**src/rtl/add_pipe.sv**
```systemverilog
// Pipelined unsigned add/sub with a carry chain sliced across STAGES registers and a valid/ready stall.
// Optional unsigned saturation is compiled in with the ADD_PIPE_SAT_EN macro.
module add_pipe #(
  parameter int WIDTH  = 8,
  parameter int STAGES = 2
) (
  input  logic             clock,
  input  logic             reset,
  input  logic             in_valid,
  output logic             in_ready,
  input  logic [WIDTH-1:0] in0,
  input  logic [WIDTH-1:0] in1,
  input  logic             sub,
  output logic             out_valid,
  input  logic             out_ready,
  output logic [WIDTH-1:0] out,
  output logic             cout,
  output logic             sat
);

  localparam int SW = (WIDTH + STAGES - 1) / STAGES;

  // Adds bits [lo, lo+SW) of a and b into a; bits outside the slice pass through.
  // Returns {carry, a-with-slice-summed}. A slice past WIDTH just forwards the carry.
  function automatic logic [WIDTH:0] add_slice(input logic [WIDTH-1:0] a, input logic [WIDTH-1:0] b,
                                               input logic cin, input int lo);
    logic [WIDTH-1:0] r;
    logic             c;
    r = a;
    c = cin;
    for (int i = 0; i < WIDTH; i++) begin
      if (i >= lo && i < lo + SW) begin
        r[i] = a[i] ^ b[i] ^ c;
        c    = (a[i] & b[i]) | (c & (a[i] ^ b[i]));
      end
    end
    return {c, r};
  endfunction

  logic             vld_q, cout_q, sat_q;
  logic [WIDTH-1:0] out_q;
  logic [WIDTH-1:0] y_in;
  logic [WIDTH-1:0] fin_x, fin_y;
  logic             fin_c, fin_v;
`ifdef ADD_PIPE_SAT_EN
  logic             fin_sub;
`endif

  assign in_ready  = out_ready || !vld_q;
  assign out_valid = vld_q;
  assign out       = out_q;
  assign cout      = cout_q;
  assign sat       = sat_q;

  // Subtract is in0 + ~in1 + 1: invert once here, inject the +1 as carry-in.
  assign y_in = sub ? ~in1 : in1;

  generate
    if (STAGES == 1) begin : g_one
      assign fin_x = in0;
      assign fin_y = y_in;
      assign fin_c = sub;
      assign fin_v = in_valid;
`ifdef ADD_PIPE_SAT_EN
      assign fin_sub = sub;
`endif
    end else begin : g_mid
      logic [STAGES-1:1][WIDTH:0]   xc_q, xc_d;
      logic [STAGES-1:1][WIDTH-1:0] y_q;
      logic [STAGES-1:1]            vld_pipe_q;
`ifdef ADD_PIPE_SAT_EN
      logic [STAGES-1:1]            sub_q;
      assign fin_sub = sub_q[STAGES-1];
`endif

      always_comb begin
        xc_d    = '0;
        xc_d[1] = add_slice(in0, y_in, sub, 0);
        for (int k = 2; k < STAGES; k++)
          xc_d[k] = add_slice(xc_q[k-1][WIDTH-1:0], y_q[k-1], xc_q[k-1][WIDTH], (k-1)*SW);
      end

      always_ff @(posedge clock) begin
        if (reset) begin
          vld_pipe_q <= '0;
        end else if (in_ready) begin
          xc_q          <= xc_d;
          y_q[1]        <= y_in;
          vld_pipe_q[1] <= in_valid;
`ifdef ADD_PIPE_SAT_EN
          sub_q[1]      <= sub;
`endif
          for (int k = 2; k < STAGES; k++) begin
            y_q[k]        <= y_q[k-1];
            vld_pipe_q[k] <= vld_pipe_q[k-1];
`ifdef ADD_PIPE_SAT_EN
            sub_q[k]      <= sub_q[k-1];
`endif
          end
        end
      end

      assign fin_x = xc_q[STAGES-1][WIDTH-1:0];
      assign fin_c = xc_q[STAGES-1][WIDTH];
      assign fin_y = y_q[STAGES-1];
      assign fin_v = vld_pipe_q[STAGES-1];
    end
  endgenerate

  logic [WIDTH:0]   fin_sum;
  logic [WIDTH-1:0] out_d;
  logic             sat_d;

  always_comb begin
    fin_sum = add_slice(fin_x, fin_y, fin_c, (STAGES-1)*SW);
    out_d   = fin_sum[WIDTH-1:0];
`ifdef ADD_PIPE_SAT_EN
    // Add overflows on carry; sub underflows on missing carry (borrow).
    sat_d = fin_sub ? ~fin_sum[WIDTH] : fin_sum[WIDTH];
    if (sat_d) out_d = fin_sub ? '0 : '1;
`else
    sat_d = 1'b0;
`endif
  end

  always_ff @(posedge clock) begin
    if (reset) begin
      vld_q  <= 1'b0;
      out_q  <= '0;
      cout_q <= 1'b0;
      sat_q  <= 1'b0;
    end else if (in_ready) begin
      vld_q  <= fin_v;
      out_q  <= out_d;
      cout_q <= fin_sum[WIDTH];
      sat_q  <= sat_d;
    end
  end

endmodule
```
**config.mk**
```make
export PLATFORM = sky130hd
export DESIGN_NAME = add_pipe
export DESIGN_NICKNAME = d
export VERILOG_FILES = /design/src/rtl/add_pipe.sv
export SDC_FILE = /design/constraint.sdc
export NUM_CORES = 1
export LEC_CHECK = 0
export CORE_UTILIZATION = 31
export CTS_BUF_LIST = sky130_fd_sc_hd__clkbuf_16
export CTS_CLUSTER_DIAMETER = 100
export DETAILED_ROUTE_END_ITERATION = 6
export GPL_ROUTABILITY_DRIVEN = 0
export PLACE_DENSITY = 0.56
export SLEW_MARGIN = 40
export SYNTH_ARGS = -nofsm -noshare
export SYNTH_HDL_FRONTEND = slang
export SYNTH_SLANG_ARGS = --single-unit
```
**constraint.sdc**
```tcl
create_clock -name clock -period 3.1 [get_ports clock]
set_clock_uncertainty 0.2 [all_clocks]
set_input_delay 0.62 -clock clock [delete_from_list [all_inputs] [get_ports clock]]
set_output_delay 0.62 -clock clock [all_outputs]
set_load 0.02 [all_outputs]
```
* Word level (Yosys, flattened, before mapping)
Index checks and enable logic that the tools add are counted.
Storage, ports and cells: flip-flop bits (word level) 28, bits in latches 0, bits in writable memories 0, memory bits (read-only) 0, input port bits 21, logic and storage cells 52, memories 0
Operators by class: $add $sub $neg 0, multipliers 0, div/mod/pow operators 0, $lt $le $gt $ge 0, equality and inequality tests 0, shift-type cells 0, muxes and demuxes 1, bitwise logic cells 42, reductions and logical operators 3
Operator list (count):
- 1-bit bitwise AND | 16
- 1-bit XOR | 16
- 8-bit two-way mux | 1
- 8-bit NOT | 1
- 1-bit OR | 8
- 2-bit AND reduction | 1
- 1-bit logical NOT | 1
- 1-bit logical OR | 1
- 1-bit NOT | 1

* Logic depth before layout (Yosys ltp)
depth after elaboration 11, gate-level depth with buffers 8

* Least setup slack after synthesis
No wires, ideal clock.
path kind input -> register, start point input port sub, end point register g_mid.xc_q[3] (netlist bit) (data pin), setup time 0.269 ns, data arrival time 2.150 ns, data required time 2.631 ns, slack 0.481 ns, stages 6, buffers on the path 1, path through buf_2 -> xnor2_1 -> fa_1 -> fa_1 -> inv_1 -> fa_1
RTL lines:
- from (decl) | RTL line 13 | input logic sub,
- to (signal assigned) | RTL line 87 | xc_q <= xc_d;
- to (decl) | RTL line 68 | logic [STAGES-1:1][WIDTH:0] xc_q, xc_d;

==> reports/results.txt <==
vias in the first global route -> 751
Final Hold Fails -> 0
Seq pwr share -> 47.0%
Area Growth Syn to Fin -> 38.0%
largest area contributor in the netlist -> edfxtp_1
post-synth cell types -> 20
TritonCTS buffer count -> 3
fmax -> 0.359 GHz
post-CTS setup buffer count -> 0
most frequent cells after synthesis -> edfxtp_1 (13), inv_1 (13), dfxtp_1 (11)
RSZ-0062 raised after global routing -> false
Die X -> 63.5 um
post-synth top area share -> 33.3%
Combinational Power Share -> 20.2%
Avg Cell Area, Syn -> 12.7 sq um
Lkg Pwr -> 0.627 nW
Buf/Inv on CP -> 2
clk_lat worst skew -> 0.25 ns
Ys Warns -> 0
CP peak stage delay -> 0.54 ns
setup total negative slack -> 0 ns
hold_buf cts -> 0
critical path class -> input port to flop
CTS tree -> done
Pins Over Slew Limit -> 0
crit path from -> sub
WHS Path Cells -> 2
cell mode on critical path -> fa_1
CTS sink cnt -> 24
Final Util -> 46.6%
largest net degree at the start of global routing -> 20
CP Capture Type -> flop
clock power share -> 32.8%
startpoint types -> input port
Levels on crit path -> 6
Crit path arrival time -> 2.58 ns
DRT Pass-1 Iters -> 2
hold_ws -> 0.247 ns
via count -> 729
Die Ht -> 63.5 um
status -> completed
H-Tree Depth -> 1
layout cells sized above 1 -> 11.1%
Starting DRT DRC Count -> 33
Synth Register Bits -> 24
Worst VDD drop -> 0.000181 V
post-synthesis sequential area ratio -> 52.1%
share of synthesized flip-flops with an asynchronous set or reset -> 0%
cell family with most CP delay -> adder cells
Final Cycle Share -> 89.9%
Slowest cell on crit path -> clkdlybuf4s50_1
DR WL/cell -> 10.8 um
Hold Path Origin -> fin_v
fraction of power spent switching nets -> 23.2%
Synth area leaders -> edfxtp_1 (33%), dfxtp_1 (19%), fa_1 (12%)
CTS root buffer -> clkbuf_16
pwr dens -> 515 nW/um^2
initial antenna violation count -> 0
min Tclk post-route -> 2.79 ns
PostCTS Resize Cnt -> 0
first-pass GRT wire length -> 3200 um
Sw Pwr -> 193 uW
Post-DRT Antenna Nets -> 0
Reg clk slew, reported paths -> 0.06 ns
# setup viols final -> 0
GR Overflow Total -> 0
Mapped Area -> 1170 sq um
final wirelength -> 1860 um
die area -> 4030 sq um
critical path cell sequence -> clkdlybuf4s50_1, xnor2_1, fa_1, fa_1, inv_1, fa_1
total global-route track usage -> 10.4%
maximum clock insertion buffer count -> 2
Ports -> 33
Top FF cell, synth -> edfxtp_1
# rows -> 21
Critical Path RT -> 2.89 ns
Reg2Reg Launch Point -> fin_y[4]
EDFF count, synth -> 13
CORE AREA -> 3470 sq um
maxcap violations -> 0
Initial Utilization -> 33.8%
DRC Markers -> 0
Nets -> 155
Hold Path Class -> flop to flop
Post-Syn Nets -> 120
vias per cell -> 4.24
hpwl dp -> 1450 um
Diodes inserted -> 0
internal power -> 639 uW
port bufs -> 31
cell count after synthesis -> 92
Crit Path Max Fanout -> 4
worst reg-to-reg path cell count -> 8
## through the flow
stage	cell area [sq um]	std cells	power, mW	setup WS (ns)
2_1_floorplan	1170	92	0.489	0.481
3_3_place_gp	1540	168	0.563	0.113
3_5_place_dp	1540	168	0.569	0.0321
4_1_cts	1620	172	0.845	0.309
5_1_grt	1620	172	0.875	0.221
6_report	1620	172	0.832	0.314
## cell families after synthesis
logic type | after synthesis | synth area share, %
muxes | 1 | 0.855
adders and majority gates | 7 | 12.0
other | 1 | 0.320
xor gates and xnor gates | 8 | 5.98
DFF | 24 | 52.1
AOI/OAI and AO/OA | 11 | 6.62
and+or+nand+nor | 19 | 13.5
buffers and inverters | 21 | 8.65
## layer usage
layer	routed length (um)	global-route usage, %
met1	867	12.3
met2	868	17.4
met4	14	5.11
met3	107	2.72
met5	0	0
## worst min-delay path, cell delays in order, from the launching register on
cell and delay, ns:
dfxtp_1 0.31, inv_1 0.05, a21oi_1 0.05
## flip-flops by register name, summed over array words and instances (netlist names)
signal,count
fin_y,4
out_valid,1
g_mid.xc_q,9
fin_v,1
out,8
cout,1
## area by class of cell
class | count | area (sq um)
fillers | 358 | 1850
flip-flops and latches | 24 | 611
clock buffers | 3 | 75.1
clock inverters | 1 | 3.75
multi-input cells | 47 | 459
inverters | 14 | 55.1
repair buffers | 37 | 355
well taps | 46 | 57.6
## cell usage in the layout (no fill, tap or decap), types with 6 or more instances in the layout
master and instances:
inv_1 14, fa_1 7, nand2b_1 7, buf_4 6, clkdlybuf4s50_1 31, edfxtp_1 13
o21ai_1 7, nand4bb_1 7, dfxtp_1 11, xor2_1 6
## power groups by stage
stage | clock network, mW | registers, mW | logic [mW]
6_report | 0.272 | 0.391 | 0.168
5_1_grt | 0.293 | 0.397 | 0.186
4_1_cts | 0.282 | 0.392 | 0.171
3_5_place_dp | 0 | 0.399 | 0.170
3_3_place_gp | 0 | 0.398 | 0.166
2_1_floorplan | 0 | 0.415 | 0.0740
## final timing paths
kind | slack, ns | to
max | 0.31 | g_mid.xc_q[3]
min | 0.25 | out_valid
max reg2reg | 0.75 | out[7]
min reg2reg | 0.25 | out_valid
No activity file was read; power rests on OpenSTA's default activity.
